--- src/rtl/wr_burst_feeder.sv ---
// Buffers an input word stream in a FIFO and issues fixed-length write burst
// requests, stepping the burst address through a wrapping region.
module wr_burst_feeder #(
  parameter int unsigned ADDR_WIDTH  = 26,
  parameter int unsigned DATA_WIDTH  = 32,
  parameter int unsigned FIFO_DEPTH  = 64,
  parameter logic [7:0]  BURST_LEN   = 8'd8,
  parameter int unsigned BASE_ADDR   = 0,
  parameter int unsigned ADDR_STEP   = 16,
  parameter int unsigned REGION_SIZE = 4096
) (
  input  logic                          clk,
  input  logic                          rst,
  input  logic                          init_end,
  input  logic                          in_sof,
  input  logic                          in_valid,
  input  logic [DATA_WIDTH-1:0]         in_data,
  output logic                          in_ready,
  output logic                          wr_trig,
  output logic [7:0]                    wr_len,
  output logic [ADDR_WIDTH-1:0]         wr_addr,
  output logic [DATA_WIDTH-1:0]         wr_data,
  input  logic                          wr_data_en,
  input  logic                          wr_ready,
  input  logic                          wr_done,
  output logic [$clog2(FIFO_DEPTH):0]   fifo_level,
  output logic                          overflow,
  output logic                          underrun
);

  localparam int unsigned PW = $clog2(FIFO_DEPTH);
  localparam int unsigned LW = PW + 1;

  localparam logic [LW-1:0]         FULL_LVL  = LW'(FIFO_DEPTH);
  localparam logic [LW-1:0]         BURST_LVL = LW'(BURST_LEN);
  localparam logic [ADDR_WIDTH-1:0] BASE_A    = ADDR_WIDTH'(BASE_ADDR);
  localparam logic [ADDR_WIDTH-1:0] STEP_A    = ADDR_WIDTH'(ADDR_STEP);
  // One extra bit so the region end can be compared without truncation.
  localparam logic [ADDR_WIDTH:0]   LIMIT_A   = (ADDR_WIDTH+1)'(BASE_ADDR + REGION_SIZE);

  typedef enum logic [1:0] {IDLE, TRIG, BUSY} state_t;

  logic [DATA_WIDTH-1:0] mem_q [FIFO_DEPTH];
  logic [PW-1:0]         wptr_q, wptr_d;
  logic [PW-1:0]         rptr_q, rptr_d;
  logic [LW-1:0]         level_q, level_d;
  logic [DATA_WIDTH-1:0] wr_data_q;

  state_t                state_q;
  logic                  trig_q;
  logic [ADDR_WIDTH-1:0] addr_q;
  logic                  restart_q, restart_d;
  logic                  over_q, under_q;

  logic                  push, pop, start, consume;
  logic [ADDR_WIDTH-1:0] addr_inc, addr_next;

  assign in_ready   = (level_q != FULL_LVL);
  assign fifo_level = level_q;
  assign wr_data    = wr_data_q;
  assign wr_trig    = trig_q;
  assign wr_addr    = addr_q;
  assign wr_len     = BURST_LEN;
  assign overflow   = over_q;
  assign underrun   = under_q;

  always_comb begin
    push    = in_valid && in_ready;
    pop     = wr_data_en && (level_q != '0);
    wptr_d  = wptr_q;
    rptr_d  = rptr_q;
    level_d = level_q;
    if (push) wptr_d = wptr_q + 1'b1;
    if (pop)  rptr_d = rptr_q + 1'b1;
    case ({push, pop})
      2'b10:   level_d = level_q + 1'b1;
      2'b01:   level_d = level_q - 1'b1;
      default: level_d = level_q;
    endcase
  end

  always_comb begin
    start     = init_end && wr_ready && (level_q >= BURST_LVL);
    addr_inc  = addr_q + STEP_A;
    addr_next = ({1'b0, addr_inc} >= LIMIT_A) ? BASE_A : addr_inc;
    // The restart request is consumed in IDLE (before any trigger) or at wr_done;
    // a start-of-frame push in the same cycle re-arms it for the next update.
    consume   = (state_q == IDLE) || ((state_q == BUSY) && wr_done);
    restart_d = (restart_q && !consume) || (push && in_sof);
  end

  always_ff @(posedge clk) begin
    if (push) mem_q[wptr_q] <= in_data;
  end

  always_ff @(posedge clk or posedge rst) begin
    if (rst) begin
      wptr_q    <= '0;
      rptr_q    <= '0;
      level_q   <= '0;
      wr_data_q <= '0;
    end else begin
      wptr_q  <= wptr_d;
      rptr_q  <= rptr_d;
      level_q <= level_d;
      if (pop) wr_data_q <= mem_q[rptr_q];
    end
  end

  always_ff @(posedge clk or posedge rst) begin
    if (rst) begin
      state_q   <= IDLE;
      trig_q    <= 1'b0;
      addr_q    <= BASE_A;
      restart_q <= 1'b0;
      over_q    <= 1'b0;
      under_q   <= 1'b0;
    end else begin
      over_q    <= over_q || (in_valid && !in_ready);
      under_q   <= under_q || (wr_data_en && (level_q == '0));
      restart_q <= restart_d;
      case (state_q)
        IDLE: begin
          if (restart_q) addr_q <= BASE_A;
          if (start) begin
            state_q <= TRIG;
            trig_q  <= 1'b1;
          end
        end
        TRIG: begin
          trig_q  <= 1'b0;
          state_q <= BUSY;
        end
        BUSY: begin
          if (wr_done) begin
            state_q <= IDLE;
            addr_q  <= restart_q ? BASE_A : addr_next;
          end
        end
        default: begin
          state_q <= IDLE;
          trig_q  <= 1'b0;
        end
      endcase
    end
  end

endmodule

--- config.mk ---
export PLATFORM = sky130hd
export DESIGN_NAME = wr_burst_feeder
export DESIGN_NICKNAME = d
export VERILOG_FILES = /design/src/rtl/wr_burst_feeder.sv
export SDC_FILE = /design/constraint.sdc
export NUM_CORES = 2
export LEC_CHECK = 0
export ABC_AREA = 1
export BUFFER_PORTS_ARGS = -buffer_cell sky130_fd_sc_hd__clkbuf_2
export CORE_UTILIZATION = 40
export CTS_CLUSTER_DIAMETER = 150
export CTS_CLUSTER_SIZE = 10
export DETAILED_ROUTE_END_ITERATION = 8
export GPL_TIMING_DRIVEN = 0
export PLACE_DENSITY = 0.69
export REMOVE_ABC_BUFFERS = 1
export SYNTH_ARGS = -nofsm -noshare
export SYNTH_HDL_FRONTEND = slang
export SYNTH_SLANG_ARGS = --single-unit
export TNS_END_PERCENT = 30
--- constraint.sdc ---
create_clock -name clk -period 3.6 [get_ports clk]
set_input_delay 0.36 -clock clk [delete_from_list [all_inputs] [get_ports clk]]
set_output_delay 0.36 -clock clk [all_outputs]
set_load 0.01 [all_outputs]
# [Word level (Yosys, flattened, before mapping)]
# Memory sizes are Yosys's and may differ from the RTL's. A register that Yosys moved wholly into a read port is not among the register bits.
# Index checks and enable logic that the tools add are counted.
[op_classes] addsub=5 magnitude_cmp=2 eq_ne=8 muxes=13 bitwise=1 n_reduce_logical=23
[ops] operator="$mux 26" count=4
[ops] operator="$pmux 26 s2" count=1
[ops] operator="$add 26x5->26 const B" count=1
[ops] operator="$ge 26x13->1 const B" count=1
[ops] operator="$pmux 7 s2" count=1
[ops] operator="$add 6x1->6 const B" count=2
[ops] operator="$logic_and 1x1->1" count=9
[ops] operator="$add 7x1->7 const B" count=1
[ops] operator="$ge 7x4->1 const B" count=1
[ops] operator="$logic_not 7->1" count=1
[ops] operator="$ne 7x7->1 const B" count=1
[ops] operator="$reduce_bool 7->1" count=1
[ops] operator="$sub 7x1->7 const B" count=1
[ops] operator="$ne 2x2->1 const B" count=3
[ops] operator="$pmux 2 s3" count=1
[ops] operator="$eq 2x1->1 const B" count=2
[ops] operator="$eq 2x2->1 const B" count=2
[ops] operator="$logic_or 1x1->1" count=4
[ops] operator="$mux 2" count=2
[ops] operator="$reduce_and 2->1" count=2
[ops] operator="$reduce_bool 2->1" count=2
[ops] operator="$mux 1" count=3
[ops] operator="$reduce_and 3->1" count=1
[ops] operator="$logic_not 1->1" count=2
[ops] operator="other kinds (3)" count=3
[word_totals] register_bits=51 ramBits=2048 output_inout_bits=77 elab_cells=62 mem_count=1
[memory_table] name="mem_q" depth=64 width=32 read_ports=1 rd_ports_with_merged_regs=1 wr=1 line="43" rtl="logic [DATA_WIDTH-1:0] mem_q [FIFO_DEPTH];"

# [Logic depth before layout (Yosys ltp)]
[depth] ltp_word=6 mapped_depth=19

# [Worst setup path after synthesis]
# No wires, ideal clock.
[synth_path] path_type="reg-to-reg" start="register level_q[0], in the netlist fifo_level[0]" end="memory mem_q[15][0] (enable)" setup_ns=0.461 arrival_ns=3.066 required_ns=3.139 path_slack_ns=0.073 path_stages_with_launch=5 n_path_buf=0 period_less_slack_ns=3.527 cell_sequence="dfrtp_1 -> nor4_2 -> nand3_1 -> nand2_1 -> nor3_1"
[synth_between] elab_chain_len=4
[synth_lines] element="start: declaration" line="46" rtl="logic [LW-1:0] level_q, level_d;"
[synth_lines] element="start signal: assignment" line="105" rtl="level_q <= level_d;"
[synth_lines] element="$ne 7x7->1" line="58" rtl="assign in_ready = (level_q != FULL_LVL);"
[synth_lines] element="via in_ready" line="18" rtl="output logic in_ready,"
[synth_lines] element="$logic_and 1x1->1" line="68" rtl="push = in_valid && in_ready;"
[synth_lines] element="$mux 1" line="93" rtl="if (push) mem_q[wptr_q] <= in_data;"
[synth_lines] element="$mux 1 (not written as such)" line="93"
[synth_lines] element="end: declaration" line="43"
# The timed path passes the listed nets, and every way through them passes these cells.

==> results.sh <==
export IMPL_finalCritPeriodShare_pct=101
export IMPL_pre_cts_ws_ps=-2240
export IMPL_via_count=58100
export IMPL_maxCapViolations=0
export IMPL_grtUsageTotal_pct=22.7
export IMPL_drt_wl_total_um=252000
export IMPL_final_hold_violation_count=0
export IMPL_drtIter0Drc=8073
export IMPL_hold_slack_ps=60.6
export IMPL_finalNonFillerCells=10200
export IMPL_grt_pass1_wl_um=364000
export IMPL_layout_min_cycle_time_ps=3620
export IMPL_antenna_found_initial=9
export IMPL_place_congestion=0.828
export IMPL_nFillCells=18000
export IMPL_cts_num_sinks=2127
export IMPL_p_per_area_nw_per_um2=789
export IMPL_synthArstFlopShare_pct=3.71
export IMPL_first_pass_iters=6
export IMPL_violations="negative setup slack"
export IMPL_irDropWorstVdd_v=0.000649
export IMPL_setup_ws_ps=-20.5
export IMPL_dieArea_um2=217000
export IMPL_path_max_fanout=46
export IMPL_end_kind="flop"
export IMPL_cts_tree="done"
export IMPL_drv_slew=0
export IMPL_placed_cells=9789
export IMPL_max_slew_worst_pin_slew_ps=1420
export IMPL_dpl_instance_area_um2=91100
export IMPL_netlist_top_cells_count="edfxtp_1, nor2_1, nand2_1, o21ai_0, nand3_1"
export IMPL_dpl_hpwl_um=129000
export IMPL_hold_start="in_data[14]"
export IMPL_start_util_pct=40.4
export IMPL_setup_viol=3
export IMPL_drc=0
export IMPL_port_buffers=104
export IMPL_die_w_um=466
export IMPL_grt_overflow=0
export IMPL_final_core_util_pct=46.5
export IMPL_fmax_mhz=276
export IMPL_cts_htree_levels=4
export IMPL_relSlewSlack_pct=5.59
export IMPL_syn2layout_area_growth_pct=15.2
export IMPL_multi_input_area_um2=20500
export IMPL_clock_skew_ps=31.9
export IMPL_rrSetupSlack_ps=-20
export IMPL_power_leakage_nw=33.7
export IMPL_worstSkewPairLatency_ps=870
export IMPL_clkTransAtPathRegs_ps=60
export IMPL_row_count=169
export IMPL_die_y_um=466
export IMPL_routedWlPerCell_um=24.7
export IMPL_postSynthCellCount=7187
export IMPL_clockBufferDepth=3
export IMPL_worstSetupStartpointType="flop"
export IMPL_ys_top_cells_by_area="edfxtp_1, nor2_1, o21ai_0, nand2_1, nand3_1"
export IMPL_yosysWarnings=0
export IMPL_hold_path_class="primary input to flop"
export IMPL_grt_max_degree=129
export IMPL_synth_edff_count=2048
export IMPL_vias_per_cell=5.68
export IMPL_drive_above_1_share_pct=9.03
export IMPL_yosys_area_top_type="edfxtp_1"
export IMPL_nets=7333
export IMPL_crit_start="rptr_q[3]"
export IMPL_syn_cell_area_um2=86000
export IMPL_ctsRootBufferMaster="clkbuf_16"
export IMPL_yosysSeqAreaShare_pct=73.8
export IMPL_ys_seq_elements=2127
export IMPL_cts_buffers=230
export IMPL_crit_required_ps=4340
export IMPL_worstReg2RegStart="rptr_q[3]"
export IMPL_critPathArrivalTime_ps=4370
export IMPL_core_um2=213000
export IMPL_synth_area_per_cell_um2=12.0
export IMPL_antenna_left=0
export IMPL_synth_most_common_cell="edfxtp_1"
export IMPL_fin_area_um2=99100
export IMPL_regArea_um2=63500
export IMPL_grt_pass1_vias=55500
export IMPL_synth_distinct_cells=41
export IMPL_synth_main_ff_cell="edfxtp_1"
export IMPL_io_pins=117
export IMPL_synth_top_area_share_pct=71.5
export IMPL_status="finished with violations"
export IMPL_path_class="flop to flop"
[routing by layer]
layer | vias to the layer above | global-route usage (%) | share of wire [%] | wire length, um
met3 | 684 | 5.17 | 12 | 29400
met4 | 8 | 11.7 | 5.6 | 14100
met5 | - | 0 | 0.023 | 58
met1 | 28300 | 29.3 | 37 | 93400
met2 | 3637 | 35.9 | 46 | 115000
li1 | 25500 | - | - | -
[power breakdown]
part	switching, mW	leakage (nW)	internal (mW)	total [mW]
Combinational	20.1	11.2	8.47	28.6
Sequential	0.530	19.4	28.2	28.8
Clock	9.05	3.07	11.8	20.8
[layout by cell type (no fill, tap or decap), types with 6 or more instances in the layout]
cell and count:
bufbuf_16 16, nand2_2 8, clkinv_8 6, o21ai_1 76
buf_4 23, buf_12 90, inv_1 112, nor2_1 1627
or2_2 18, nor2_4 62, clkbuf_16 239, o211ai_1 228
buf_16 42, buf_6 11, nand4_1 15, dfrtp_1 74
ha_1 10, nand3_2 7, xor2_1 15, buf_2 11
nand2_1 997, o21ai_0 800, dlygate4sd3_1 11, clkbuf_2 90
a21oi_1 149, nand3_1 435, conb_1 12, clkbuf_1 107
edfxtp_1 2048, inv_6 6
[area by class of cell]
class	count	area share, %
flip-flops and latches	2127	64.1
repair buffers	305	4.63
well taps	2821	3.56
diodes	2	0.00505
repair inverters	2	0.0177
clock inverters	10	0.123
multi-input cells	4492	20.7
clock buffers	341	6.32
inverters	124	0.552
[final timing paths]
kind,to,depth (start not counted)
setup reg to reg,wr_data[0],14
max in group asynchronous,rptr_q[0],4
min in group asynchronous,wr_addr[21],3
hold / removal,mem_q[56][14],1
setup / recovery,wr_data[0],14
hold reg to reg,overflow,1
[flip-flops by register name, indices dropped and copies added, names as in the netlist]
name / count
mem_q: 2048
wr_data: 32
wr_addr: 22
fifo_level: 7
rptr_q: 6
wptr_q: 6
state_q: 2
overflow: 1
restart_q: 1
underrun: 1
wr_trig: 1
[per-stage QoR]
step	total power, mW	TNS [ps]
after floorplan	38.2	-1240240
after global placement	41.1	-6932360
after detailed placement	54.7	-147110
after CTS	77.2	0
after global routing	81.3	-3.85
final	78.2	-27.5
[cell families after synthesis]
logic type	count (synthesis)	share of synthesized area (%)
AO/OA/AOI/OAI	1260	8.02
flip-flops	2127	73.8
buffers and inverters	578	3.08
AND/OR/NAND/NOR	3191	14.7
adder cells (fa/ha/maj)	11	0.169
other	2	0.00873
XOR/XNOR	18	0.183
[worst max-delay path, cell delays in order (launching register included)]
cell	delay, ps
dfrtp_1	440
bufinv_16	380
buf_16	390
nor2_4	100
buf_16	180
buf_12	180
inv_4	240
buf_16	330
a21oi_1	70
nor2_1	120
nand2_1	210
nand3_1	380
nand2_1	150
nand2_1	90
nand2_1	50
[repair_timing]
item | CTS | global route
pin swaps | 13 | 5
hold endpoints to repair | 87 | 66
hold buffers | 6 | 5
cloned | 22 | 5
endpoints found under the setup margin | 538 | 252
resized for setup | 25 | 12
setup buffers | 25 | 8
Power figures use the tool's default switching activity.
